### src/rtl/debounce_pkg.sv
// Shared constants and helpers for the board-input debouncer.
// Counter widths never collapse to zero bits.
package debounce_pkg;

    localparam int DEFAULT_CLK_DIV      = 50000;
    localparam int DEFAULT_STABLE_TICKS = 10;

    function automatic int clog2_min1(input int n);
        return (n < 2) ? 1 : $clog2(n);
    endfunction

endpackage

### src/rtl/debounce_channel.sv
// One debounced input bit: optional inversion, 2-flop sync,
// tick-driven stability counter and registered edge strobes.
module debounce_channel
    import debounce_pkg::*;
#(
    parameter int STABLE_TICKS = DEFAULT_STABLE_TICKS
) (
    input  logic clk,
    input  logic reset_n,
    input  logic raw,
    input  logic invert,
    input  logic tick,
    output logic debounced,
    output logic rise,
    output logic fall
);

    localparam int CW = clog2_min1(STABLE_TICKS + 1);
    localparam logic [CW-1:0] LAST = CW'(STABLE_TICKS - 1);

    logic          sync1;
    logic          sync2;
    logic [CW-1:0] cnt;

    always_ff @(posedge clk or negedge reset_n) begin
        if (!reset_n) begin
            sync1     <= 1'b0;
            sync2     <= 1'b0;
            cnt       <= '0;
            debounced <= 1'b0;
            rise      <= 1'b0;
            fall      <= 1'b0;
        end else begin
            sync1 <= raw ^ invert;
            sync2 <= sync1;
            rise  <= 1'b0;
            fall  <= 1'b0;
            // Any sample matching the current level restarts the count.
            if (sync2 == debounced) begin
                cnt <= '0;
            end else if (tick && cnt == LAST) begin
                debounced <= sync2;
                cnt       <= '0;
                rise      <= sync2;
                fall      <= ~sync2;
            end else if (tick) begin
                cnt <= cnt + 1'b1;
            end
        end
    end

endmodule

### src/rtl/input_debouncer_16.sv
// Debounces WIDTH board inputs for the PIO in_port using a shared
// prescaled tick and one debounce_channel per bit.
module input_debouncer_16
    import debounce_pkg::*;
#(
    parameter int               WIDTH        = 16,
    parameter int               CLK_DIV      = DEFAULT_CLK_DIV,
    parameter int               STABLE_TICKS = DEFAULT_STABLE_TICKS,
    parameter logic [WIDTH-1:0] INVERT_MASK  = '0
) (
    input  logic             clk,
    input  logic             reset_n,
    input  logic [WIDTH-1:0] raw_in,
    output logic [WIDTH-1:0] debounced_out,
    output logic [WIDTH-1:0] rise_pulse,
    output logic [WIDTH-1:0] fall_pulse,
    output logic             tick
);

    localparam int PW = clog2_min1(CLK_DIV);
    localparam logic [PW-1:0] PLAST = PW'(CLK_DIV - 1);

    logic [PW-1:0] pre;

    always_ff @(posedge clk or negedge reset_n) begin
        if (!reset_n) begin
            pre  <= '0;
            tick <= 1'b0;
        end else if (pre == PLAST) begin
            pre  <= '0;
            tick <= 1'b1;
        end else begin
            pre  <= pre + 1'b1;
            tick <= 1'b0;
        end
    end

    for (genvar i = 0; i < WIDTH; i++) begin : g_ch
        debounce_channel #(
            .STABLE_TICKS(STABLE_TICKS)
        ) u_ch (
            .clk      (clk),
            .reset_n  (reset_n),
            .raw      (raw_in[i]),
            .invert   (INVERT_MASK[i]),
            .tick     (tick),
            .debounced(debounced_out[i]),
            .rise     (rise_pulse[i]),
            .fall     (fall_pulse[i])
        );
    end

endmodule

### config.mk
export PLATFORM = sky130hd
export DESIGN_NAME = input_debouncer_16
export DESIGN_NICKNAME = d
export VERILOG_FILES = /design/src/rtl/debounce_pkg.sv /design/src/rtl/debounce_channel.sv /design/src/rtl/input_debouncer_16.sv
export SDC_FILE = /design/constraint.sdc
export NUM_CORES = 1
export LEC_CHECK = 0
export CAP_MARGIN = 20
export CORE_MARGIN = 3
export CORE_UTILIZATION = 30
export CTS_CLUSTER_SIZE = 28
export DETAILED_ROUTE_END_ITERATION = 10
export GPL_TIMING_DRIVEN = 0
export PLACE_DENSITY = 0.52
export SETUP_SLACK_MARGIN = 0.02
export SLEW_MARGIN = 15
export SYNTH_ARGS = -nofsm -noshare
export SYNTH_HDL_FRONTEND = slang
export SYNTH_SLANG_ARGS = --single-unit
### constraint.sdc
create_clock -name clk -period 1.5 [get_ports clk]
set_input_delay 0.3 -clock clk [delete_from_list [all_inputs] [get_ports clk]]
set_output_delay 0.3 -clock clk [all_outputs]
set_load 0.01 [all_outputs]
After elaboration in Yosys (flattened, before gate mapping)
Index checks and enable logic that the tools add are counted.
{"block": "classes", "addsub": 17, "multipliers": 0, "div": 0, "magnitude_cmp": 0, "eq_ne": 33, "shifts": 0, "muxes": 114, "bitwise": 32, "reduce_logical": 48}
{"op": "4-bit two-way mux", "n": 48}
{"op": "1-bit two-way mux", "n": 65}
{"op": "4-bit by 1-bit adder with 4-bit output (second input constant)", "n": 16}
{"op": "4-bit == test (second input constant)", "n": 16}
{"op": "3-bit nonzero test", "n": 16}
{"op": "1-bit NOT", "n": 32}
{"op": "2-bit AND reduction", "n": 16}
{"op": "16-bit by 1-bit adder with 16-bit output (second input constant)", "n": 1}
{"op": "1-bit == test", "n": 16}
{"op": "16-bit == test (second input constant)", "n": 1}
{"op": "1-bit logical AND", "n": 16}
{"op": "16-bit two-way mux", "n": 1}
{"block": "totals", "regBits": 161, "latch_bits": 0, "mem_bits_rw": 0, "rom_bits": 0, "in_bits": 18, "out_inout_bits": 49, "mem_count": 0}

Depth between registers and ports, before layout
Gate-level depths: netlist of run 1.
{"block": "logic_depth", "word_depth": 4, "mapped_depth": 6, "mapped_depth_nobuf": 6}

By module
Synthesis of run 1 repeated with hierarchy kept, for this count alone.
{"block": "hier_totals", "hier_cells": 613, "area_unflattened_um2": 7377.1}
{"module": "debounce_channel", "n_inst": 16, "cells_per_inst": 34, "area_per_inst_um2": 411.6, "seq_area_each_um2": 225.2}
{"module": "input_debouncer_16", "n_inst": 1, "cells_per_inst": 69, "area_per_inst_um2": 790.8, "seq_area_each_um2": 425.4}

Least setup slack after synthesis of run 1
No wires, ideal clock.
{"block": "synth_path", "kind": "reg-to-reg", "startpoint": "register pre[10]", "endpoint": "register pre[15]", "setup_time_ps": 138, "t_arrival_ps": 1293, "slack_ps": 68, "path_stages_with_launch": 4, "path_buffers": 0, "synth_period_minus_slack_ps": 1432, "path_cell_list": "dfrtp_1 or3_4 nor4_4 nor2_1"}
{"block": "synth_between", "elab_chain_cells": 2, "word_cells_on_any_way": 3, "cone_classes": "add/sub (1); eq/ne (1); mux (1)"}
{"element": "start: declaration", "line": "input_debouncer_16.sv:23", "text": "logic [PW-1:0] pre;"}
{"element": "start signal: assignment", "line": "input_debouncer_16.sv:33", "text": "pre <= pre + 1'b1;"}
{"element": "16-bit by 1-bit adder with 16-bit output / 16-bit == test (equally long branches)", "line": "input_debouncer_16.sv:33, input_debouncer_16.sv:29"}
{"element": "16-bit two-way mux (*)", "line": "input_debouncer_16.sv:29", "text": "end else if (pre == PLAST) begin"}
Mark *: on every way between the ends. The rest lies on a longest branch, timed or not.
A chain may end at the register's enable or synchronous reset.

Worst setup path after layout of run 1
{"block": "layout_path", "startpoint": "register pre[10]", "endpoint": "register pre[3]"}
{"block": "layout_between", "elab_chain_cells": 2}
{"element": "16-bit == test", "line": "input_debouncer_16.sv:29"}
{"element": "16-bit two-way mux", "line": "input_debouncer_16.sv:29"}
Every way passes these cells.

==> results of run 1 <==
-- cell usage in the layout, fill, tap and decap left out, drive strengths merged, types with 6 or more instances in the layout --
cell type / count
a21boi: 16
a21oi: 31
nand2: 84
xnor2: 25
nor2: 90
clkdlybuf4s50: 16
xor2: 6
nand4b: 16
mux2i: 32
inv: 17
clkdlybuf4s15: 22
nor3: 18
dfrtp: 161
nor3b: 32
and4b: 32
o21ai: 32
clkbuf: 44
buf: 90
ha: 33
-- per-layer routing --
layer	up-vias	global-route usage, %	wire length (um)
li1	2594	-	-
met2	69	18.8	6960
met5	-	0	0
met3	4	3.44	633
met4	0	2.71	57
met1	2511	16.1	7260
-- worst paths after layout --
kind | from | to | cells after the start
hold / removal | raw_in[3] | g_ch[3].u_ch.sync1 | 1
hold reg to reg | g_ch[1].u_ch.sync1 | g_ch[1].u_ch.sync2 | 0
max in group asynchronous | reset_n | pre[5] | 3
setup reg to reg | pre[10] | pre[3] | 4
setup / recovery | pre[10] | pre[3] | 4
min in group asynchronous | reset_n | g_ch[15].u_ch.fall | 2
-- per-stage QoR --
stage               std cells  cell area [um^2]  power [mW]
finish                   1149              9450        9.28
global route             1149              9450        9.67
CTS                      1144              9450        9.46
detailed placement       1094              8630        4.69
global placement         1093              8600        4.69
floorplan                 703              7530        4.53
-- repair_timing --
| item | in CTS | in global routing |
|---|---|---|
| setup buffers | 18 | 5 |
| resized for setup | 128 | 51 |
| hold buffers | 1 | 0 |
| setup endpoints to repair | 171 | 99 |
| hold endpoints to repair | 90 | 0 |
| pin swaps | 2 | 8 |
-- critical path, delay by kind of cell (launching register included) --
family	cells	cell delay, ps
buffers and inverters	1	180
and+or+nand+nor	3	740
DFF	1	410
-- logic make-up (layout without fill, tap and decap cells) --
logic type,after synthesis,in the layout,share of synthesized area [%]
AND/OR/NAND/NOR,290,290,21.0
flip-flops,161,161,53.5
AO/OA/AOI/OAI,79,79,5.78
buffers and inverters,77,199,6.35
adder cells (fa/ha/maj),33,33,5.48
multiplexers,32,32,4.25
XOR/XNOR,31,31,3.61
-- power by group --
part	switching, mW	total [mW]	leakage [nW]	internal, mW
logic	0.119	0.190	1.87	0.0708
registers	0.0316	4.42	2.16	4.39
clock network	1.72	4.67	0.308	2.95
total	1.87	9.28	4.34	7.41
-- registers in the layout, indices dropped and copies added (netlist names) --
name and count:
g_ch.u_ch.cnt 64, g_ch.u_ch.debounced 16, g_ch.u_ch.fall 16, g_ch.u_ch.rise 16
g_ch.u_ch.sync1 16, g_ch.u_ch.sync2 16, pre 16, tick 1
-- cell type report --
type / instances / area, um^2
plain buffers: 60 / 467
clock buffers: 22 / 484
well taps: 324 / 405
inverters: 17 / 63.8
repair buffers: 91 / 749
fillers: 2432 / 15000
flip-flops and latches: 161 / 4030
multi-input cells: 465 / 3100
clock inverters: 9 / 154
==> key figures, run 1 <==
Floorplan
  – Io pins: 67
  – CORE AREA: 24,500 um^2
  – Die area: 27,000 um^2
  – Initial core utilization: 30.8%
  – Cell Rows: 57
  – Die W: 164 um
  – Die Y: 164 um

Clock tree
  – Worst skew pair latency: 420 ps
  – H-tree Lvls: 4
  – CTS tree: built
  – Clock Tree Root: clkbuf_16
  – Clock transition at the registers of the reported paths: 70 ps
  – CTS Buf Count: 17
  – CTS sink count: 161
  – CTS max path bufs: 2

Synthesis
  – #FFs+latches synth: 161
  – Synth area leader: dfrtp_1
  – Synth top cells by count: dfrtp_1, nor2_1, nand2_1
  – Synth Flop Type: dfrtp_1
  – Synth Net Count: 754
  – Cell with the most instances after synthesis: dfrtp_1
  – Yosys cell types: 29
  – Share of the synthesized area in the top cell type: 53.5%
  – Async SR Flop Fraction: 100%
  – Yosys warns: 0
  – Mapped Cells: 703
  – Avg Inst Size Synth: 10.7 um^2
  – Seq/Total Area, Yosys: 53.5%
  – Synth top area cells: dfrtp_1, ha_1, buf_4
  – Syn Std Cell Area: 7530 um^2
  – Post-synth EDFFs: 0

STA
  – Final hold vios: 0
  – RSZ-0062 raised after global routing: true
  – Minimum clock period: 1440 ps
  – Max Transition Viols Final: 0
  – Max Fclk: 692 MHz
  – Ratio of final minimum period to clock period: 96.3%
  – Max-slew headroom: 66.7%
  – Setup violations, final: 0
  – Pin slew with the least headroom to its limit: 499 ps
  – Final setup TNS: 0 ps
  – Clock Skews: 8.04 ps
  – Setup ws final: 55.6 ps
  – Final hold slack: 315 ps

Power and ir drop
  – Leak: 4.34 nW
  – VDD IR max: 0.691 mV
  – Cell area power density: 982 nW/um^2

Layout
  – Synth-to-Final Area Change: 25.5%
  – Net count reported at finish: 864
  – Final Util: 38.6%
  – Diode count: 0
  – Share of post-route cells with drive strength above 1: 19.9%

Placement
  – Post-Place Worst Slack: -637 ps
  – Buffers on Ports: 66
  – DPL Wire Length: 9540 um
  – Final GP Congestion: 0.777

Worst setup path
  – Required time of the critical path: 1800 ps
  – Critical Path Max Stage Delay: 410 ps
  – Critical-path top delay cell: dfrtp_1
  – CP Class: reg -> reg
  – Critical Path AT: 1750 ps
  – CP startpoint kind: flip-flop
  – CP Capture Type: flip-flop
  – R2r setup slk: 60 ps
  – Cells along the critical path: or3_4, nor4_4, buf_6, nor2_1
  – CP Max Fanout: 7

Route
  – Routed via count: 5,178
  – Wire length per cell: 13.0 um
  – Antenna viol nets, final: 0
  – Via density per instance: 4.51
  – First drt pass iteration count: 4
  – Initial DRC Count: 262
  – Routed WL: 14,900 um
  – DRC errors left: 0

Global routing
  – Total grt overflow: 0
  – Vias in the first global route: 5,118
  – Tot GR Track Use: 11.9%
  – Initial antenna violation count: 0
  – Largest net degree at the start of global routing: 92
  – Wire length of the first global-routing pass: 25,800 um

Run
  – Max Cap Violations: 0

Status
  – Status: complete, no violations

Worst hold path
  – HP Class: in -> reg
Note: power is estimated with default switching activity, not from simulation.
==> run 2, diff against run 1 <==
--- a/config.mk
+++ b/config.mk
@@ -10,8 +10,8 @@
 export CORE_UTILIZATION = 30
 export CTS_CLUSTER_SIZE = 28
 export DETAILED_ROUTE_END_ITERATION = 10
-export GPL_TIMING_DRIVEN = 0
-export PLACE_DENSITY = 0.52
+export DONT_BUFFER_PORTS = 1
+export PLACE_DENSITY = 0.48
 export SETUP_SLACK_MARGIN = 0.02
 export SLEW_MARGIN = 15
 export SYNTH_ARGS = -nofsm -noshare
==> key figures, run 2 (synthesis results as in run 1) <==
Placement
  – Buffers on Ports: 0
  – DPL Wire Length: 8280 um
  – Final GP Congestion: 0.749
  – Placed cell area: 7660 um^2

Global routing
  – Wire length of the first global-routing pass: 22,100 um
  – Initial antenna violation count: 0
  – Tot GR Track Use: 10.1%
  – Total grt overflow: 0
  – Largest net degree at the start of global routing: 162
  – Vias in the first global route: 4,725

Power and ir drop
  – Comb pwr share: 0.9%
  – Cell area power density: 1050 nW/um^2
  – Leak: 3.73 nW
  – NetSw: 1.78 mW
  – Share of total power in the clock network: 49.8%
  – Internal power: 7.19 mW
  – Overall power: 8.96 mW
  – Net Sw Frac: 19.8%
  – VDD IR max: 0.560 mV
  – Reg power frac: 49.3%

STA
  – Max-slew headroom: 73.4%
  – Clock Skews: 8.47 ps
  – Max Fclk: 699 MHz
  – Pin slew with the least headroom to its limit: 395 ps
  – Final hold slack: -417 ps
  – RSZ-0062 raised after global routing: true
  – Final hold vios: 161
  – Minimum clock period: 1430 ps
  – Setup violations, final: 0
  – Ratio of final minimum period to clock period: 95.4%
  – Max Transition Viols Final: 0

Layout
  – Post-route design area: 8520 um^2
  – Synth-to-Final Area Change: 13.1%
  – Net count reported at finish: 745
  – Most frequent cells in the layout: dfrtp_1, nor2_1, nand2_1, ha_1
  – Diode count: 0
  – Most flops, register: g_ch.u_ch.cnt
  – Share of post-route cells with drive strength above 1: 8.07%
  – Commonest non-fill, non-tap cell in the layout: dfrtp_1
  – Max FFs per register: 64

Clock tree
  – H-tree Lvls: 4
  – Worst skew pair latency: 410 ps
  – Clock Tree Root: clkbuf_16
  – Hold_buf cts: 16
  – Clock transition at the registers of the reported paths: 60 ps
  – CTS Buf Count: 17
  – CTS max path bufs: 2
  – CTS tree: built
  – CTS sink count: 161

Worst setup path
  – Critical Path AT: 1720 ps
  – Critical Path Max Stage Delay: 380 ps
  – CP Max Fanout: 5
  – CP Capture Type: flip-flop
  – Critical-path top delay cell: dfrtp_1
  – Cells along the critical path: ha_1, nand3_4, nor4_4, xnor2_1, nor2_1
  – CP startpoint kind: flip-flop
  – Required time of the critical path: 1790 ps
  – Top Family by Delay on Critical Path: simple AND/OR/NAND/NOR gates
  – CP Class: reg -> reg
  – Worst Path Buf+Inv: 0

Route
  – DRC errors left: 0
  – Initial DRC Count: 209
  – Antenna viol nets, final: 0
  – Routed WL: 13,200 um
  – First drt pass iteration count: 5
  – Via density per instance: 4.63
  – Routed via count: 4,772
  – Wire length per cell: 12.8 um

Floorplan
  – Die Y: 164 um
  – CORE AREA: 24,500 um^2
  – Initial core utilization: 30.8%
  – Io pins: 67
  – Cell Rows: 57
  – Die area: 27,000 um^2
  – Die W: 164 um

Status
  – Failing checks: hold timing
  – Status: complete, but fails checks

Run
  – Max Cap Violations: 0

Worst hold path
  – HP Class: in -> async
run 2: changes by cell type in the layout (fill, tap and decap cells not counted), sizes merged:
| cell | delta |
|---|---|
| dlygate4sd3 | +15 |
| clkbuf | -20 |
| buf | -75 |
| clkinv | -1 |
| clkdlybuf4s50 | -16 |
| clkdlybuf4s15 | -22 |
| inv | +1 |
| bufinv | -1 |
run 2: cell type report:
type	count	area [um^2]
clock buffers	23	478
clock inverters	8	128
fillers	2392	15900
inverters	17	63.8
multi-input cells	465	3070
flip-flops and latches	161	4030
well taps	324	405
repair buffers	32	339
run 2: power groups by stage:
stage | Sequential [mW] | Clock [mW] | Combinational, mW
final | 4.42 | 4.47 | 0.0802
after global routing | 4.42 | 4.88 | 0.0881
after CTS | 4.42 | 4.70 | 0.0813
after detailed placement | 4.50 | 0 | 0.0474
after global placement | 4.50 | 0 | 0.0467
after floorplan | 4.49 | 0 | 0.0372
run 2: worst paths after layout:
| kind | from | end | slack [ps] | cells after the start |
|---|---|---|---|---|
| hold / removal | reset_n | g_ch[15].u_ch.rise | -420 | 0 |
| max in group asynchronous | reset_n | tick | 1740 | 0 |
| hold reg to reg | g_ch[8].u_ch.sync1 | g_ch[8].u_ch.sync2 | 350 | 0 |
| setup reg to reg | pre[1] | pre[14] | 70 | 5 |
| min in group clk | g_ch[8].u_ch.sync1 | g_ch[8].u_ch.sync2 | 350 | 0 |
| setup / recovery | pre[1] | pre[14] | 70 | 5 |
run 2: per-layer routing:
layer | track usage (%) | part of all wire [%] | vias up
li1 | - | - | 2347
met1 | 12.1 | 44 | 2354
met2 | 17.2 | 50 | 63
met3 | 3.54 | 4.5 | 8
met4 | 3.01 | 0.93 | 0
met5 | 0 | 0 | -
run 2: worst register-to-register path: cells and delay by family, from the launching register on:
family | cells | cell delay [ps]
AND/OR/NAND/NOR | 3 | 530
flip-flops | 1 | 380
adder cells (fa/ha/maj) | 1 | 240
XOR/XNOR | 1 | 160
run 2: metrics by stage:
| stage | setup TNS [ps] | util (%) | setup WS, ps | std cells |
|---|---|---|---|---|
| after global routing | -102 | 34.8 | -27.5 | 1030 |
| after floorplan | 0 | - | 68.4 | 703 |
| after CTS | 0 | 34.5 | 36.7 | 1027 |
| after detailed placement | 0 | 31.3 | 28.2 | 980 |
| final | 0 | 34.8 | 68.8 | 1030 |
| after global placement | 0 | 31.3 | 54.6 | 980 |
run 2: what timing repair did:
item,CTS,global route
endpoints found under the hold margin,177,161
gates cloned,0,1
gates resized for setup,1,11
endpoints found under the setup margin,1,17
buffers inserted,0,2
pin swaps,0,2
==> run 3, diff against run 2 <==
--- a/config.mk
+++ b/config.mk
@@ -6,14 +6,15 @@
 export NUM_CORES = 1
 export LEC_CHECK = 0
 export CAP_MARGIN = 20
+export CELL_PAD_IN_SITES_DETAIL_PLACEMENT = 1
+export CELL_PAD_IN_SITES_GLOBAL_PLACEMENT = 1
 export CORE_MARGIN = 3
 export CORE_UTILIZATION = 30
 export CTS_CLUSTER_SIZE = 28
 export DETAILED_ROUTE_END_ITERATION = 10
 export DONT_BUFFER_PORTS = 1
-export PLACE_DENSITY = 0.48
+export PLACE_DENSITY = 0.57
 export SETUP_SLACK_MARGIN = 0.02
-export SLEW_MARGIN = 15
 export SYNTH_ARGS = -nofsm -noshare
 export SYNTH_HDL_FRONTEND = slang
 export SYNTH_SLANG_ARGS = --single-unit
==> key figures, run 3 (synthesis results as in run 1) <==
Status
  – Status: complete, but fails checks
  – Failing checks: hold timing

Floorplan
  – Die area: 27,000 um^2
  – CORE AREA: 24,500 um^2
  – Initial core utilization: 30.8%
  – Io pins: 67
  – Die W: 164 um
  – Cell Rows: 57
  – Die Y: 164 um

Clock tree
  – Worst skew pair latency: 410 ps
  – Hold_buf cts: 16
  – CTS max path bufs: 2
  – CTS tree: built
  – CTS Buf Count: 17
  – CTS sink count: 161
  – Clock transition at the registers of the reported paths: 60 ps
  – Clock Tree Root: clkbuf_16
  – H-tree Lvls: 4

STA
  – Minimum clock period: 1450 ps
  – Max Transition Viols Final: 0
  – Max-slew headroom: 70.6%
  – Pin slew with the least headroom to its limit: 437 ps
  – Ratio of final minimum period to clock period: 96.5%
  – Max Fclk: 691 MHz
  – RSZ-0062 raised after global routing: true
  – Final hold slack: -422 ps
  – Final setup TNS: 0 ps
  – Setup violations, final: 0
  – Final hold vios: 161
  – Setup ws final: 53.2 ps
  – Clock Skews: 8.22 ps

Power and ir drop
  – Cell area power density: 1050 nW/um^2
  – Net Sw Frac: 20.0%
  – Leak: 3.72 nW
  – Internal power: 7.17 mW
  – Reg power frac: 49.3%
  – VDD IR max: 0.700 mV
  – NetSw: 1.79 mW
  – Share of total power in the clock network: 49.8%
  – Comb pwr share: 0.9%

Worst setup path
  – CP startpoint kind: flip-flop
  – R2r setup slk: 60 ps
  – Critical-path top delay cell: dfrtp_4
  – Worst Path Buf+Inv: 1
  – CP Class: reg -> out
  – Cells along the critical path: buf_12
  – Critical Path AT: 1150 ps
  – Critical Path Max Stage Delay: 520 ps
  – CP Capture Type: primary output
  – Required time of the critical path: 1200 ps
  – CP Max Fanout: 36
  – Top Family by Delay on Critical Path: flip-flops

Layout
  – Commonest non-fill, non-tap cell in the layout: dfrtp_1
  – Diode count: 0
  – FILL cells: 2,705
  – Most flops, register: g_ch.u_ch.cnt
  – Net count reported at finish: 742
  – Post-route design area: 8530 um^2
  – Most frequent cells in the layout: dfrtp_1, nand2_1, nor2_1
  – Max FFs per register: 64
  – Share of post-route cells with drive strength above 1: 11.0%
  – Synth-to-Final Area Change: 13.3%

Route
  – Wire length per cell: 14.0 um
  – Routed WL: 14,400 um
  – DRC errors left: 0
  – Routed via count: 4,898
  – Antenna viol nets, final: 0
  – First drt pass iteration count: 4
  – Via density per instance: 4.77
  – Initial DRC Count: 148

Global routing
  – Total grt overflow: 0
  – Wire length of the first global-routing pass: 24,500 um
  – Grt met3 use: 3.56%
  – Met1 Track Usage GR: 12.8%
  – Initial antenna violation count: 0
  – GR peak layer: met2
  – Tot GR Track Use: 11.2%
  – Vias in the first global route: 5,207
  – Met2 GRT Util: 20.2%
  – Largest net degree at the start of global routing: 162

Placement
  – Buffers on Ports: 0
  – Final GP Congestion: 0.733
  – Placed cell area: 7640 um^2
  – Post-Place Worst Slack: 17.6 ps
  – DPL Wire Length: 9390 um

Worst hold path
  – HP Class: in -> async

Run
  – Max Cap Violations: 0
## run 3: cell count changes in the layout (fill, tap and decap cells not counted), sizes merged
| cell | previous run | this run |
|---|---|---|
| buf | 15 | 13 |
| clkbuf | 24 | 21 |
| clkinv | 2 | 4 |
| inv | 18 | 17 |
## run 3: per-layer routing
metal	wire (um)	up-vias
met5	0	-
met3	474	11
li1	-	2352
met2	7480	47
met4	138	0
met1	6320	2488
## run 3: area by class of cell
cell class                      count  area, um^2  area share [%]
Clock inverter                      9         133            1.55
Timing Repair Buffer               29         299            3.51
Sequential cell                   161        4030            47.3
Multi-Input combinational cell    465        3130            36.6
Inverter                           17        63.8           0.748
Tap cell                          324         405            4.75
Clock buffer                       21         470            5.52
## run 3: power groups by stage
| stage | Combinational (mW) | Clock, mW | Sequential (mW) |
|---|---|---|---|
| after floorplan | 0.0372 | 0 | 4.49 |
| after detailed placement | 0.0490 | 0 | 4.50 |
| after global placement | 0.0480 | 0 | 4.50 |
| after CTS | 0.0830 | 4.65 | 4.42 |
| after global routing | 0.0888 | 4.86 | 4.42 |
| final | 0.0809 | 4.46 | 4.42 |
## run 3: timing repair
| item | CTS | global route |
|---|---|---|
| setup buffers | 0 | 3 |
| setup endpoints to repair | 6 | 41 |
| resized for setup | 2 | 32 |
| gates cloned | 0 | 0 |
| hold endpoints to repair | 177 | 161 |
| pin swaps | 0 | 13 |
## run 3: per-stage QoR
| stage | hold slack, ps | util [%] | std cells | power [mW] |
|---|---|---|---|---|
| 2_1_floorplan | 4.41 | - | 703 | 4.53 |
| 3_3_place_gp | 8.73 | 31.2 | 977 | 4.54 |
| 3_5_place_dp | 8.64 | 31.2 | 977 | 4.55 |
| 4_1_cts | -450 | 34.4 | 1023 | 9.15 |
| 5_1_grt | -465 | 34.9 | 1026 | 9.37 |
| 6_report | -422 | 34.9 | 1026 | 8.96 |
## run 3: path summary, 6_finish.rpt
path,start,endpoint,depth (start not counted)
min in group clk,g_ch[8].u_ch.sync1,g_ch[8].u_ch.sync2,0
worst min-delay path,reset_n,g_ch[15].u_ch.fall,0
worst max register to register,pre[13],pre[9],5
max in group asynchronous,reset_n,g_ch[1].u_ch.cnt[0],0
worst max-delay path,tick,tick,1
worst min register to register,g_ch[8].u_ch.sync1,g_ch[8].u_ch.sync2,0
